[config.mk]
export PLATFORM = sky130hd
export DESIGN_NAME = vliw_reg_file_flat
export DESIGN_NICKNAME = d
export VERILOG_FILES = /design/src/rtl/vliw_pkg.sv /design/src/rtl/vliw_reg_file_if.sv /design/src/rtl/vliw_rf_read_port.sv /design/src/rtl/vliw_reg_file.sv /design/src/flat_wrapper.sv
export SDC_FILE = /design/constraint.sdc
export NUM_CORES = 2
export LEC_CHECK = 0
export CAP_MARGIN = 20
export CORE_MARGIN = 4
export CORE_UTILIZATION = 25
export DETAILED_ROUTE_END_ITERATION = 12
export SLEW_MARGIN = 10
export SYNTH_ARGS = -nofsm -noshare
export SYNTH_HDL_FRONTEND = slang
export SYNTH_SLANG_ARGS = --single-unit
[constraint.sdc]
create_clock -name clk -period 5 [get_ports clk]
set_clock_uncertainty 0.05 [all_clocks]
set_input_delay 1.25 -clock clk [delete_from_list [all_inputs] [get_ports clk]]
set_output_delay 1.25 -clock clk [all_outputs]
set_load 0.01 [all_outputs]
[src/rtl/vliw_pkg.sv]
// rtl/vliw_pkg.sv - shared register-file constants and types
package vliw_pkg;
  localparam int XLEN     = 32;
  localparam int NUM_REGS = 32;
  localparam int AW       = $clog2(NUM_REGS);

  typedef logic [AW-1:0]   reg_addr_t;
  typedef logic [XLEN-1:0] xlen_t;

  localparam reg_addr_t REG_ZERO = '0;
endpackage

[src/rtl/vliw_reg_file_if.sv]
// rtl/vliw_reg_file_if.sv - per-lane read/write buses of the shared register file
interface vliw_reg_file_if #(
  parameter int NUM_LANES = 2
);
  import vliw_pkg::*;

  logic [NUM_LANES*AW-1:0]   rs1_addr;
  logic [NUM_LANES*AW-1:0]   rs2_addr;
  logic [NUM_LANES*XLEN-1:0] rs1_data;
  logic [NUM_LANES*XLEN-1:0] rs2_data;
  logic [NUM_LANES*AW-1:0]   wr_addr;
  logic [NUM_LANES*XLEN-1:0] wr_data;
  logic [NUM_LANES-1:0]      wr_en;
  logic                      wr_conflict;
  logic [15:0]               conflict_count;
  reg_addr_t                 dbg_addr;
  xlen_t                     dbg_data;

  modport master (
    output rs1_addr, rs2_addr, wr_addr, wr_data, wr_en, dbg_addr,
    input  rs1_data, rs2_data, wr_conflict, conflict_count, dbg_data
  );

  modport slave (
    input  rs1_addr, rs2_addr, wr_addr, wr_data, wr_en, dbg_addr,
    output rs1_data, rs2_data, wr_conflict, conflict_count, dbg_data
  );
endinterface

[src/rtl/vliw_rf_read_port.sv]
// rtl/vliw_rf_read_port.sv - one combinational read port with same-cycle write bypass
module vliw_rf_read_port
  import vliw_pkg::*;
#(
  parameter int NUM_LANES = 2
) (
  input  logic                      rst_i,
  input  reg_addr_t                 addr_i,
  input  xlen_t [NUM_REGS-1:0]      regs_i,
  input  logic [NUM_LANES*AW-1:0]   wr_addr_i,
  input  logic [NUM_LANES*XLEN-1:0] wr_data_i,
  input  logic [NUM_LANES-1:0]      wr_en_i,
  output xlen_t                     data_o
);
  // Ascending scan lets the highest-index writer win, matching the commit rule.
  always_comb begin
    data_o = regs_i[addr_i];
    for (int i = 0; i < NUM_LANES; i++) begin
      if (wr_en_i[i] && (wr_addr_i[i*AW +: AW] == addr_i)) begin
        data_o = wr_data_i[i*XLEN +: XLEN];
      end
    end
    if (rst_i || (addr_i == REG_ZERO)) begin
      data_o = '0;
    end
  end
endmodule

[src/rtl/vliw_reg_file.sv]
// rtl/vliw_reg_file.sv - shared multi-lane integer register file with bypass and conflict count
module vliw_reg_file
  import vliw_pkg::*;
#(
  parameter int NUM_LANES = 2
) (
  input logic            clk,
  input logic            rst,
  vliw_reg_file_if.slave rf
);
  xlen_t [NUM_REGS-1:0]  regs_q, regs_d;
  logic                  wr_conflict_q, conflict_d;
  logic [15:0]           count_q, count_d;
  xlen_t [NUM_LANES-1:0] rs1_rd, rs2_rd;

  always_comb begin
    regs_d     = regs_q;
    conflict_d = 1'b0;
    for (int i = 0; i < NUM_LANES; i++) begin
      if (rf.wr_en[i] && (rf.wr_addr[i*AW +: AW] != REG_ZERO)) begin
        regs_d[rf.wr_addr[i*AW +: AW]] = rf.wr_data[i*XLEN +: XLEN];
        for (int j = 0; j < i; j++) begin
          if (rf.wr_en[j] && (rf.wr_addr[j*AW +: AW] == rf.wr_addr[i*AW +: AW])) begin
            conflict_d = 1'b1;
          end
        end
      end
    end
    regs_d[REG_ZERO] = '0;
    count_d = count_q;
    if (conflict_d && (count_q != 16'hFFFF)) begin
      count_d = count_q + 16'd1;
    end
  end

  always_ff @(posedge clk) begin
    if (rst) begin
      regs_q        <= '0;
      wr_conflict_q <= 1'b0;
      count_q       <= '0;
    end else begin
      regs_q        <= regs_d;
      wr_conflict_q <= conflict_d;
      count_q       <= count_d;
    end
  end

  for (genvar l = 0; l < NUM_LANES; l++) begin : g_lane
    vliw_rf_read_port #(.NUM_LANES(NUM_LANES)) u_rs1 (
      .rst_i     (rst),
      .addr_i    (rf.rs1_addr[l*AW +: AW]),
      .regs_i    (regs_q),
      .wr_addr_i (rf.wr_addr),
      .wr_data_i (rf.wr_data),
      .wr_en_i   (rf.wr_en),
      .data_o    (rs1_rd[l])
    );
    vliw_rf_read_port #(.NUM_LANES(NUM_LANES)) u_rs2 (
      .rst_i     (rst),
      .addr_i    (rf.rs2_addr[l*AW +: AW]),
      .regs_i    (regs_q),
      .wr_addr_i (rf.wr_addr),
      .wr_data_i (rf.wr_data),
      .wr_en_i   (rf.wr_en),
      .data_o    (rs2_rd[l])
    );
  end

  assign rf.rs1_data       = rs1_rd;
  assign rf.rs2_data       = rs2_rd;
  assign rf.wr_conflict    = wr_conflict_q;
  assign rf.conflict_count = count_q;
  assign rf.dbg_data       = rst ? '0 : regs_q[rf.dbg_addr];
endmodule
[src/flat_wrapper.sv]
// flat-port wrapper written by rule: the top's interface ports become plain ports
module vliw_reg_file_flat import vliw_pkg::*;
#(
  parameter int NUM_LANES = 2
)
  (clk, rst, rf_rs1_addr, rf_rs2_addr, rf_wr_addr, rf_wr_data, rf_wr_en, rf_dbg_addr, rf_rs1_data, rf_rs2_data, rf_wr_conflict, rf_conflict_count, rf_dbg_data);
  vliw_reg_file_if #(.NUM_LANES(NUM_LANES)) rf_i ();
  input logic clk;
  input logic rst;
  input wire logic [$bits(rf_i.rs1_addr)-1:0] rf_rs1_addr;
  input wire logic [$bits(rf_i.rs2_addr)-1:0] rf_rs2_addr;
  input wire logic [$bits(rf_i.wr_addr)-1:0] rf_wr_addr;
  input wire logic [$bits(rf_i.wr_data)-1:0] rf_wr_data;
  input wire logic [$bits(rf_i.wr_en)-1:0] rf_wr_en;
  input wire logic [$bits(rf_i.dbg_addr)-1:0] rf_dbg_addr;
  output wire logic [$bits(rf_i.rs1_data)-1:0] rf_rs1_data;
  output wire logic [$bits(rf_i.rs2_data)-1:0] rf_rs2_data;
  output wire logic [$bits(rf_i.wr_conflict)-1:0] rf_wr_conflict;
  output wire logic [$bits(rf_i.conflict_count)-1:0] rf_conflict_count;
  output wire logic [$bits(rf_i.dbg_data)-1:0] rf_dbg_data;
  assign rf_i.rs1_addr = rf_rs1_addr;
  assign rf_i.rs2_addr = rf_rs2_addr;
  assign rf_i.wr_addr = rf_wr_addr;
  assign rf_i.wr_data = rf_wr_data;
  assign rf_i.wr_en = rf_wr_en;
  assign rf_i.dbg_addr = rf_dbg_addr;
  assign rf_rs1_data = rf_i.rs1_data;
  assign rf_rs2_data = rf_i.rs2_data;
  assign rf_wr_conflict = rf_i.wr_conflict;
  assign rf_conflict_count = rf_i.conflict_count;
  assign rf_dbg_data = rf_i.dbg_data;
  vliw_reg_file #(.NUM_LANES(NUM_LANES)) u_core (.clk(clk), .rst(rst), .rf(rf_i));
endmodule
==> flow_summary.toml <==
[global_routing]
grt_start_max_net_pins = 187
grt_pass1_wl_um = 736000
grt.total_usage_pct = 28.1
initial_antenna_violation_count = 34
first_global_vias = 86800
total_congestion_overflow = 0

[worst_setup_path]
timing.critical_path.fanout_max = 8
reg2reg_setup_slack_ns = 2.92
critPathCaptureType = "primary output"
reg2reg_from = "u_core.rf.conflict_count[0]"
worst_setup_path_endpoint = "rf_rs2_data[16]"
critical_path_class = "in -> out"
reg2reg_to = "u_core.rf.conflict_count[15]"
start_kind = "primary input"
worstPathArrival_ns = 3.79
r2r_cells = 7
cp.required_ns = 3.70
worstSetupStartpoint = "rf_rs2_addr[0]"

[timing]
timing.final.setup_violations = 26
final.hold.worst_slack_ns = 0.469
tns_ns = -0.542
fin_crit_sh_pct = 102
grt_setup_unrepaired = "true"
worstMarginPinSlew_ns = 1.33
maxSlewViolCount = 0
hold_viol = 0
layout_setup_ws_ns = -0.0906
max-slew-margin-rel_pct = 11.5
max_clock_freq_ghz = 0.196
layout_min_cycle_time_ns = 5.09

[power_and_ir_drop]
peakVddDrop_v = 0.000258
net-switching-power_mw = 8.10
switching_share_pct = 33.0
leakage_nw = 42.5
clock_network_fraction_of_design_power_pct = 42.3
intPower_mw = 16.5
power_frac_seq_pct = 34.5
power.share.combinational_pct = 23.1
power.density_cell_area_nw_per_um2 = 218

[drt]
drc_errors = 0
wl_per_cell_um = 37.9
num_vias = 95100
firstDrtPassIters = 9
vias_per_cell = 6.65
drt-initial-drc-count = 18200
drt-total-wl_um = 542000
postRouteAntennaNets = 0

[finish]
layout_commonest_cell = "mux2i_1"
area_growth_syn_to_layout_pct = 25.8
drive_gt1_share_pct = 29.7
fillers = 36300
stdcell_count = 14300
commonest_non_fill_non_tap_cells_in_the_layout = "1493 x mux2i_1, 1149 x nor2_1, 1009 x dfxtp_1, 967 x mux4_2, 919 x a211oi_1"
design.final.nets = 9544

[yosys]
yosys_synthesis_warning_count = 0
synth.cell_area_um2 = 89500
synth_cells = 9135
synth_simple_gate_area_share_pct = 9.33
synth-edff-count = 0
synth.net_count = 9239
synth.ff_latch_count = 1009
synth-seq-area-share_pct = 22.6
post_synth_fa_ha_maj_area_fraction_pct = 0.0140
async_flop_share_pct = 0
xor_xnor_share_of_the_synthesized_area_pct = 0.566
synth_flop_cell = "dfxtp_1"
synthMuxAreaShare_pct = 43.4
synth_compound_gate_area_share_pct = 17.7
dominant_combinational_cell_family_by_area_after_synthesis = "multiplexers"
yosys.cell_types.count = 71
syn_area_per_cell_um2 = 9.79

[clock_network]
cts_buffer_depth = 4
cts_inserted_buffers = 138
cts_hold_buffers = 0
clock_latency_of_the_later_clocked_register_in_the_worst_skew_pair_ns = 0.81
clock_tree.root_cell = "clkbuf_16"
htree_num_levels = 4
clock_tree_from_tritoncts = "yes"
clock_sinks = 1009
clk_pin_slew_ns = 0.05

[floorplan]
die_w_um = 606
core_region_area_um2 = 356000
die_area_um2 = 367000
die_boundary_height_um = 606
std_cell_rows = 219
top_level_ports = 280
floorplan.initialDensity_pct = 25.1

[placed_design]
buffer_ports.inserted = 279
place.detailed.hpwl_um = 352000
dpl.cell_count = 13900
place.gp.congestion = 1.03

[status]
violated_checks = "negative setup slack"
run_status = "finished, violations left"

[worst_hold_path]
min_delay_path_class = "reg -> reg"

[job]
max_cap_violations = 0
[cells in the mapped netlist, types with 20 or more instances]
master,instances,area [µm²]
a221oi_1,32,280
o2111a_1,31,349
xnor2_1,28,245
buf_1,157,589
a22oi_1,61,458
a21oi_1,203,1020
mux2i_1,1509,15100
clkbuf_1,760,2850
xor2_1,28,245
nand3_1,208,1040
o21ai_1,20,100
a311oi_1,130,1140
a211o_1,32,280
o2bb2ai_1,93,815
nor2b_1,41,257
a22o_1,126,1100
o221ai_1,94,823
nor4_1,44,275
o22ai_1,97,607
nor3_1,40,200
dfxtp_1,1009,20200
o211ai_1,29,218
buf_4,62,465
mux4_2,967,21800
mux2_2,159,1790
a311o_1,29,290
o21ai_0,114,571
nor2_1,1167,4380
buf_2,263,1320
a31oi_1,34,213
a211oi_1,957,7180
nand2_1,453,1700
a221o_1,32,320
[cells by family after synthesis]
group           count (synthesis)
compound gates               2120
xor+xnor                       57
fa+ha+maj                       1
buf+inv                      1288
flops                        1009
mux                          2640
simple gates                 2020
[repair_timing]
item                                    in CTS  in global routing
pin swaps                                   38                 34
buffers inserted                            75                 37
resized for setup                          412                146
gates cloned                                14                  6
endpoints found under the setup margin     160                 99
hold endpoints to repair                     0                  0
[power by group through the flow]
stage	combinational, mW	clock, mW	sequential, mW
after floorplan	2.67	0	8.52
after global placement	5.12	0	8.63
after detailed placement	5.13	0	8.63
after CTS	5.33	10.3	8.46
after global routing	5.67	10.7	8.49
final	5.68	10.4	8.49
[worst min-delay path by stage]
stage	startpoint	cells past startpoint	to	slack, ns
6_report	u_core.rf.conflict_count[15]	2	u_core.rf.conflict_count[15]	0.47
2_1_floorplan	u_core.regs_q[318]	2	u_core.regs_q[318]	0.44
5_1_grt	u_core.rf.conflict_count[15]	2	u_core.rf.conflict_count[15]	0.52
4_1_cts	u_core.rf.conflict_count[15]	2	u_core.rf.conflict_count[15]	0.47
3_5_place_dp	u_core.rf.conflict_count[15]	2	u_core.rf.conflict_count[15]	0.46
3_3_place_gp	u_core.rf.conflict_count[15]	2	u_core.rf.conflict_count[15]	0.45
[per-stage QoR]
| stage | utilization [%] | power (mW) | cell area, µm² | setup slack [ns] |
|---|---|---|---|---|
| finish | 31.6 | 24.6 | 113000 | -0.0906 |
| global route | 31.6 | 24.8 | 113000 | -0.0485 |
| CTS | 31.4 | 24.1 | 112000 | -0.147 |
| detailed placement | 29.5 | 13.8 | 105000 | -0.798 |
| global placement | 29.5 | 13.7 | 105000 | -1.02 |
| floorplan | - | 11.2 | 89500 | 0.580 |
[layout make-up]
class	instances	area [µm²]	area share (%)
antenna	24	60.1	0.0534
tap	4751	5940	5.28
sequential	1009	20200	17.9
clock buffer	193	3970	3.53
clock inverter	42	533	0.473
multi-input combinational	6838	65200	57.9
timing repair buffer	1445	16600	14.8
inverter	8	35.0	0.0311
[sequential cells by signal, summed over array words and instances, names as in the netlist]
signal                    cells
u_core.rf.conflict_count     16
u_core.rf.wr_conflict         1
u_core.regs_q               992
[metal layers]
metal,track usage (%),vias up,part of all wire [%]
met3,11.7,2775,16
met5,0.0915,-,0.033
met2,38.1,9717,39
met4,27.7,24,13
li1,-,36500,-
met1,32.6,46100,33
[critical path: stages]
cell and delay, ns:
buf_16 0.17, buf_16 0.20, buf_4 0.15, buf_4 0.12, mux4_2 0.48, mux4_2 0.61
a211oi_4 0.35, buf_6 0.20, nor2_1 0.08, clkbuf_2 0.15
(Power assumes the default switching activity.)
